`config.mk`:
```
export PLATFORM = sky130hd
export DESIGN_NAME = fetch_ctrl
export DESIGN_NICKNAME = d
export VERILOG_FILES = /design/src/rtl/fetch_ctrl.sv
export SDC_FILE = /design/constraint.sdc
export NUM_CORES = 1
export LEC_CHECK = 0
export CAP_MARGIN = 20
export CORE_MARGIN = 2
export CORE_UTILIZATION = 50
export DETAILED_ROUTE_END_ITERATION = 8
export HOLD_SLACK_MARGIN = 0.08
export PLACE_DENSITY = 0.9
export SKIP_LAST_GASP = 1
export SLEW_MARGIN = 15
export SYNTH_ARGS = -nofsm -noshare
export SYNTH_HDL_FRONTEND = slang
export SYNTH_SLANG_ARGS = --single-unit
```
`constraint.sdc`:
```
create_clock -name clk -period 3 [get_ports clk]
set_input_delay 0.3 -clock clk [delete_from_list [all_inputs] [get_ports clk]]
set_output_delay 0.3 -clock clk [all_outputs]
set_load 0.01 [all_outputs]
```
`src/rtl/fetch_ctrl.sv`:
```
// IF-stage sequencer: owns the fetch address, drives next-PC/stall_F, runs the imem handshake.
// Optional rvalid timeout enabled by defining FETCH_TIMEOUT_EN.
module fetch_ctrl #(
    parameter logic [31:0] RESET_VEC = 32'h0000_0000,
    parameter int unsigned MAX_WAIT  = 8
) (
    input  logic        clk,
    input  logic        rst,
    input  logic        redirect_valid_i,
    input  logic [31:0] redirect_pc_i,
    input  logic        stall_D_i,
    output logic        imem_req_o,
    output logic [31:0] imem_addr_o,
    input  logic        imem_gnt_i,
    input  logic        imem_rvalid_i,
    input  logic [31:0] imem_rdata_i,
    output logic [31:0] pc_next_o,
    output logic        stall_F_o,
    output logic [31:0] instr_o,
    output logic        instr_valid_o,
    output logic        fetch_err_o
);

    localparam logic [1:0] S_BOOT = 2'd0;
    localparam logic [1:0] S_REQ  = 2'd1;
    localparam logic [1:0] S_WAIT = 2'd2;
    localparam logic [1:0] S_HOLD = 2'd3;

    logic [1:0]  state_q, state_d;
    logic [31:0] fetch_addr_q, fetch_addr_d;
    logic        kill_q, kill_d;
    logic [31:0] instr_q, instr_d;
    logic        instr_valid_q, instr_valid_d;
    logic        req;
    logic        stall_f;
    logic [31:0] pc_next;
    logic [31:0] target;
    logic [31:0] addr_inc;

`ifdef FETCH_TIMEOUT_EN
    localparam int WCW = $clog2(MAX_WAIT + 1);
    logic [WCW-1:0] wait_cnt_q, wait_cnt_d;
    logic           fetch_err_q, fetch_err_d;
`else
    localparam int unsigned UNUSED_MAX_WAIT = MAX_WAIT;
`endif

    logic unused_pc_bits;
    assign unused_pc_bits = ^redirect_pc_i[1:0];

    assign target   = {redirect_pc_i[31:2], 2'b00};
    assign addr_inc = fetch_addr_q + 32'd4;

    always_comb begin
        state_d       = state_q;
        fetch_addr_d  = fetch_addr_q;
        kill_d        = kill_q;
        instr_d       = instr_q;
        instr_valid_d = 1'b0;
        req           = 1'b0;
        stall_f       = 1'b1;
        pc_next       = fetch_addr_q;
`ifdef FETCH_TIMEOUT_EN
        wait_cnt_d    = wait_cnt_q;
        fetch_err_d   = 1'b0;
`endif
        case (state_q)
            S_BOOT: begin
                stall_f = 1'b0;
                pc_next = RESET_VEC;
                state_d = S_REQ;
            end
            S_REQ: begin
                req = 1'b1;
                if (redirect_valid_i) begin
                    fetch_addr_d = target;
                    stall_f      = 1'b0;
                    pc_next      = target;
                    // A granted request to the stale address is still in flight.
                    if (imem_gnt_i) begin
                        kill_d  = 1'b1;
                        state_d = S_WAIT;
                    end
                end else if (imem_gnt_i) begin
                    state_d = S_WAIT;
                end
`ifdef FETCH_TIMEOUT_EN
                if (imem_gnt_i) wait_cnt_d = '0;
`endif
            end
            S_WAIT: begin
                if (redirect_valid_i) begin
                    fetch_addr_d = target;
                    stall_f      = 1'b0;
                    pc_next      = target;
                    if (imem_rvalid_i) begin
                        kill_d  = 1'b0;
                        state_d = S_REQ;
                    end else begin
                        kill_d  = 1'b1;
                    end
                end else if (imem_rvalid_i) begin
                    if (kill_q) begin
                        kill_d  = 1'b0;
                        state_d = S_REQ;
                    end else begin
                        instr_d       = imem_rdata_i;
                        instr_valid_d = 1'b1;
                        if (!stall_D_i) begin
                            fetch_addr_d = addr_inc;
                            stall_f      = 1'b0;
                            pc_next      = addr_inc;
                            state_d      = S_REQ;
                        end else begin
                            state_d = S_HOLD;
                        end
                    end
                end
`ifdef FETCH_TIMEOUT_EN
                else if (wait_cnt_q == WCW'(MAX_WAIT - 1)) begin
                    // Give up and re-request; the late response gets killed.
                    fetch_err_d = 1'b1;
                    kill_d      = 1'b1;
                    wait_cnt_d  = '0;
                    state_d     = S_REQ;
                end else begin
                    wait_cnt_d = wait_cnt_q + 1'b1;
                end
`endif
            end
            S_HOLD: begin
                if (redirect_valid_i) begin
                    fetch_addr_d = target;
                    stall_f      = 1'b0;
                    pc_next      = target;
                    state_d      = S_REQ;
                end else if (!stall_D_i) begin
                    fetch_addr_d = addr_inc;
                    stall_f      = 1'b0;
                    pc_next      = addr_inc;
                    state_d      = S_REQ;
                end else begin
                    instr_valid_d = 1'b1;
                end
            end
            default: state_d = S_BOOT;
        endcase
        // Hold the PC register at the reset vector while reset is asserted.
        if (!rst) begin
            req     = 1'b0;
            stall_f = 1'b1;
            pc_next = RESET_VEC;
        end
    end

    always_ff @(posedge clk) begin
        if (!rst) begin
            state_q       <= S_BOOT;
            fetch_addr_q  <= RESET_VEC;
            kill_q        <= 1'b0;
            instr_q       <= 32'h0;
            instr_valid_q <= 1'b0;
`ifdef FETCH_TIMEOUT_EN
            wait_cnt_q    <= '0;
            fetch_err_q   <= 1'b0;
`endif
        end else begin
            state_q       <= state_d;
            fetch_addr_q  <= fetch_addr_d;
            kill_q        <= kill_d;
            instr_q       <= instr_d;
            instr_valid_q <= instr_valid_d;
`ifdef FETCH_TIMEOUT_EN
            wait_cnt_q    <= wait_cnt_d;
            fetch_err_q   <= fetch_err_d;
`endif
        end
    end

    assign imem_req_o    = req;
    assign imem_addr_o   = fetch_addr_q;
    assign pc_next_o     = pc_next;
    assign stall_F_o     = stall_f;
    assign instr_o       = instr_q;
    assign instr_valid_o = instr_valid_q;
`ifdef FETCH_TIMEOUT_EN
    assign fetch_err_o   = fetch_err_q;
`else
    assign fetch_err_o   = 1'b0;
`endif

endmodule

```
## After elaboration in Yosys (flattened, before gate mapping)

Index checks and enable logic that the tools add are counted.

- Add/sub/neg operators: 1
- Multipliers: 0
- Divide/modulo/power cells: 0
- Magnitude comparators: 0
- Eq/ne operators: 8
- Shift-type cells: 0
- Muxes and demuxes: 38
- Bitwise logic cells: 2
- Reductions and logical operators: 6

Operators with widths:

| cell | count |
|---|---|
| $mux W32 | 7 |
| $pmux W32 S4 | 1 |
| $pmux W32 S3 | 1 |
| $add A32 B3 Y32 const B | 1 |
| $mux W1 | 17 |
| $mux W2 | 8 |
| $pmux W2 S4 | 1 |
| $reduce_and A4 Y1 | 2 |
| $ne A2 B2 Y1 const B | 3 |
| $ne A3 B3 Y1 const B | 2 |
| $eq A2 B2 Y1 const B | 2 |
| $pmux W1 S2 | 2 |
| $pmux W1 S4 | 1 |
| $reduce_and A3 Y1 | 1 |
| $reduce_bool A3 Y1 | 1 |
| $eq A2 B1 Y1 const B | 1 |
| $logic_not A2 Y1 | 1 |
| $not A1 Y1 | 2 |
| $reduce_bool A2 Y1 | 1 |

- Register bits after elaboration: 68
- Bits in latches: 0
- Bits in writable memories: 0
- Bits in read-only memories: 0
- Output and inout port bits: 100
- Word-level logic and storage cells: 60
- Memories: 0

## Logic depth before layout (Yosys ltp)

- Word-level depth: 7
- Gate-level depth with buffers: 8
- Gate-level depth less buffers: 7

## Worst setup path before layout

Ideal clock, no wire load.

- Path type: flip-flop to output port
- Start: register fetch_addr_q[2], in the netlist imem_addr_o[2]
- End: output port pc_next_o[20]
- Arrival time: 1.951 ns
- Data required time: 2.700 ns
- Path slack: 0.749 ns
- Stages on the path, launching flop included: 8
- Path through: dfxtp_1 ha_1 nor2b_1 nand4_1 buf_2 nor4_1 o221ai_1 a21oi_1

- Cells in the longest elaborated chain, start to end: 7
- Elaborated cells on any way between the ends: 8

Ends and longest elaborated chain:

| item | RTL line | source |
|---|---|---|
| from (decl) | 30 | `logic [31:0] fetch_addr_q, fetch_addr_d;` |
| from (signal assigned) | 169 | `fetch_addr_q <= fetch_addr_d;` |
| $add A32 B3 Y32 * | 52 | `assign addr_inc = fetch_addr_q + 32'd4;` |
| $mux W32 * | n/a |  |
| $mux W32 | 103 | `if (kill_q) begin` |
| $mux W32 | 102 | `end else if (imem_rvalid_i) begin` |
| $mux W32 | 92 | `if (redirect_valid_i) begin` |
| $pmux W32 S4 * | 67 | `case (state_q)` |
| $mux W32 * | 149 | `if (!rst) begin` |
| to (decl) | 17 | `output logic [31:0] pc_next_o,` |

Every way passes the cells marked *; elsewhere a longest branch is shown, timed or not.

## Worst setup path after layout

- Start: register fetch_addr_q[2], in the netlist imem_addr_o[2]
- End: output port pc_next_o[29]

The elaborated chain is that of the path after synthesis.

==> results.md <==
- The endpoint of the worst-slack reg-to-reg timing path is imem_addr_o[11].
- For this run, asynchronously set or reset flops after synthesis account for 0.
- The critical path in this run is classified as reg2out.
- The congestion estimate from routability-driven global placement came to 0.965.
- The die footprint is 0.0104 mm2.
- The first detailed-routing pass ran for 5 iterations.
- For this design the static power due to leakage is 0.00277 uW.
- At the end of the flow, the number of nets in the layout was 943.
- The instance count after placement with tap cells included is 980.
- In this run the worst path has a maximum fanout of 8.
- In the global route stage, overall resource usage came out at 0.366.
- In this run the core area contains 35 standard-cell rows.
- Data on the critical path arrives at its endpoint at 2.64 ns.
- Once layout is complete, the utilization of the core stands at 0.789.
- After detailed routing, the number of remaining DRC violations is 0.
- The clock transition at the register clock pins on the worst setup and hold paths after CTS is 0.09 ns.
- For this run, the register share of the synthesized area comes to 0.284.
- In this run the critical register-to-register path is launched from state_q[0].
- The total overflow left after global routing is 0.
- The warning count from the yosys run is 0.
- The fraction of met1 tracks used by global routing is 0.449.
- The required time of the worst setup path is 2.70 ns.
- The routed layout has 6335 vias.
- CTS placed an instance of sky130_fd_sc_hd__clkbuf_8 at the clock tree root.
- TritonCTS built the clock tree.
- The worst relative slew slack is 0.600.
- The via count of the first global-routing pass is 6210.
- In the global route stage, met3 resource usage came out at 0.0944.
- The total inserted antenna cells is 0.
- sky130_fd_sc_hd__dfxtp_1 takes more of the synthesized area than any other cell.
- From left edge to right edge, the die measures 102 um.
- The layout overhead on the synthesized area is 52.7%.
- The initial antenna violation count is 0.
- Measured along the y axis, the die boundary spans 102 um.
- The number of flip-flops and latches in the synthesized netlist is 68.
- The final number of max-transition violations is 0.
- The number of cells on the worst hold path is 2.
- Setup repair after global routing could not meet its margin everywhere.
- The number of top-level design ports is 170.
- Of the available clock period, the critical path in the final layout requires 0.981.
- Tracing the worst setup path back leads to its startpoint at imem_addr_o[2].
- The kind of end point of the critical path is an output port.
- The synthesized design contains 0 enable-type register cells.
- On the final layout, the worst hold slack is 0.463 ns.
- After synthesis, the cell types taking the most area are sky130_fd_sc_hd__dfxtp_1 28%, sky130_fd_sc_hd__a21oi_1 11%, sky130_fd_sc_hd__nand2_1 8.4%.
- The run finished with clean final reports.
- The number of hold violations in the final report is 0.
- Counting cells, the worst reg-to-reg path comes to 8.
- The initial utilization of the core area, before any placement, comes to 0.517.
- The post-synthesis area per instance is 7.13 um2.
- The maximum number of pins on one net before global-route repair is 54.
- In this run the cell area of the synthesized design comes to 0.00480 mm2.
- Of the cells placed in the final design, the portion with a size suffix greater than 1 is 0.165.
- The maximum number of buffers from clock root to sink is 2.
- In this run the worst setup path terminates at pc_next_o[29].
- The count of nets left with antenna violations after detail routing is 0.
- For this block, the initial DRC count from the detailed router was 582.
- The core area is 0.00928 mm2.
- For the worst-skew pair, the clock arrives at the later sink with an insertion delay of 0.35 ns.
- The number of distinct library cells after synthesis is 67.
- The number of buffers created by CTS is 9.
- The cell area after placement is 0.00693 mm2.
- The global routing's busiest layer is met2.
- Excluding fillers, the count of instances in the completed layout stands at 1000.
- For the pin with the worst max-slew slack, the measured transition is 0.593 ns.
- For this run, global-route usage on met2 was measured as 0.605.
- For the finished layout, the period the worst path requires is 2.94 ns.
- The count of H-tree levels built during CTS is 3.
- The number of setup violations in the final report is 0.
- The total power density per cell area is 404 mW/mm2.
- The wire length of the first global-routing pass is 30300 um.
- The setup slack after layout is 0.0571 ns.
- After legalization and detailed placement, the total HPWL measured 14000 um.
- The average vias per placed instance is 6.34.
- The tool flagged a number of max-cap violations equal to 0.
- For this design, the sink count on the clock tree is 68.
- On the final layout, the worst clock skew is 0.0176 ns.
- The gate count after technology mapping is 673.
- Across all register-to-register paths, the minimum setup slack is 0.76 ns.
- The worst min-delay path category is reg2reg.
- The quantity of I/O buffers inserted on ports is 166.
- The minimum setup slack after placement is -0.0582 ns.
- The area fraction of the dominant cell type after synthesis is 0.284.
- The post-synth net total is 750.
- VDD sags by at most 354 uV.
- After routing the design area is 0.00733 mm2.
- The post-detailed-routing wire length is 19200 um.
- Dividing the detail-routed wire length by the instance count gives 19.2 um.
- Static timing analysis puts the maximum clock frequency at 340 MHz.
- The worst setup path is launched from a flip-flop.
- The most common flop cell mapped by yosys is sky130_fd_sc_hd__dfxtp_1.
-- synth_stat cells, drive strengths merged, types with 3 or more instances --
cell type,number
a22oi,16
ha,7
o211ai,8
a21oi,102
buf,18
a21o,6
o31a,8
nor3,9
and2,12
a221oi,9
nand2,107
o31ai,7
nor2b,3
dfxtp,68
and3,9
nand4,10
a211oi,4
o21ai,55
nand2b,5
nor2,30
nand3,13
a31oi,10
a311oi,6
mux2,8
o221ai,10
clkbuf,42
o22ai,10
and4,8
nor4,9
inv,22
-- timing repair --
| action | 4_1_cts | 5_1_grt |
|---|---|---|
| endpoints found under the hold margin | 0 | 0 |
| buffers inserted | 0 | 4 |
| resized for setup | 22 | 34 |
| pin swaps | 1 | 2 |
| endpoints found under the setup margin | 22 | 25 |
| hold buffers | 0 | 0 |
-- power by group --
group,total (uW),leakage (uW),internal [uW],switching (uW)
clock,922,0.000113,484,439
combinational,965,0.00210,455,510
sequential,1070,0.000557,971,101
total,2960,0.00277,1910,1050
-- cell type report --
class,instances,area (um2)
multi-input cells,523,3190
repair buffers,242,2290
fillers,681,1950
flip-flops and latches,68,1380
well taps,129,161
clock buffers,9,124
clock inverters,7,105
inverters,22,82.6
-- stage by stage --
step / power, uW / setup TNS [ns]
6_report: 2960 / 0
5_1_grt: 3070 / -0.134
4_1_cts: 2920 / 0
3_5_place_dp: 2000 / -0.266
3_3_place_gp: 1970 / -0.0166
2_1_floorplan: 1530 / 0
-- worst min path at each step --
stage / startpoint / to / slack (ns)
final: instr_o[16] / instr_o[16] / 0.46
after global routing: instr_o[0] / instr_o[0] / 0.48
after CTS: instr_o[0] / instr_o[0] / 0.47
after detailed placement: instr_o[14] / instr_o[14] / 0.45
after global placement: instr_o[4] / instr_o[4] / 0.44
after floorplan: imem_rvalid_i / kill_q / 0.42
-- state kept, by name, indices dropped and copies added, names as in the netlist --
register / count
instr_valid_o: 1
instr_o: 32
imem_addr_o: 32
kill_q: 1
state_q: 2
-- per-layer routing --
metal	up-vias	part of all wire
met3	51	0.11
met5	-	0
li1	2897	-
met4	0	0.029
met1	2953	0.39
met2	434	0.47
-- cell usage in the layout (no fill, tap or decap), types with 13 or more instances in the layout --
| master | instances |
|---|---|
| sky130_fd_sc_hd__buf_4 | 73 |
| sky130_fd_sc_hd__inv_1 | 21 |
| sky130_fd_sc_hd__o21ai_0 | 52 |
| sky130_fd_sc_hd__nand3_1 | 13 |
| sky130_fd_sc_hd__nor2_1 | 28 |
| sky130_fd_sc_hd__a22oi_1 | 16 |
| sky130_fd_sc_hd__nand2_1 | 107 |
| sky130_fd_sc_hd__clkdlybuf4s50_1 | 150 |
| sky130_fd_sc_hd__dfxtp_1 | 57 |
| sky130_fd_sc_hd__a21oi_1 | 102 |
-- kinds of logic (layout without fill, tap and decap cells) --
family | Yosys count | count (layout) | share of synthesized area
DFF | 68 | 68 | 0.284
buffers and inverters | 82 | 280 | 0.0738
AOI/OAI and AO/OA | 277 | 277 | 0.367
other | 1 | 1 | 0.000781
muxes | 10 | 10 | 0.0229
and+or+nand+nor | 228 | 228 | 0.234
adders and majority gates | 7 | 7 | 0.0182
-- worst max-delay path: stages, from the launching register on --
cell and delay (ns):
sky130_fd_sc_hd__dfxtp_1 0.37, sky130_fd_sc_hd__buf_4 0.16, sky130_fd_sc_hd__and3b_2 0.27, sky130_fd_sc_hd__nand4_4 0.20, sky130_fd_sc_hd__buf_4 0.22, sky130_fd_sc_hd__nor4_1 0.30
sky130_fd_sc_hd__a211o_1 0.22, sky130_fd_sc_hd__a21oi_1 0.08, sky130_fd_sc_hd__clkdlybuf4s50_1 0.48
Note: power is estimated with default switching activity, not from simulation.
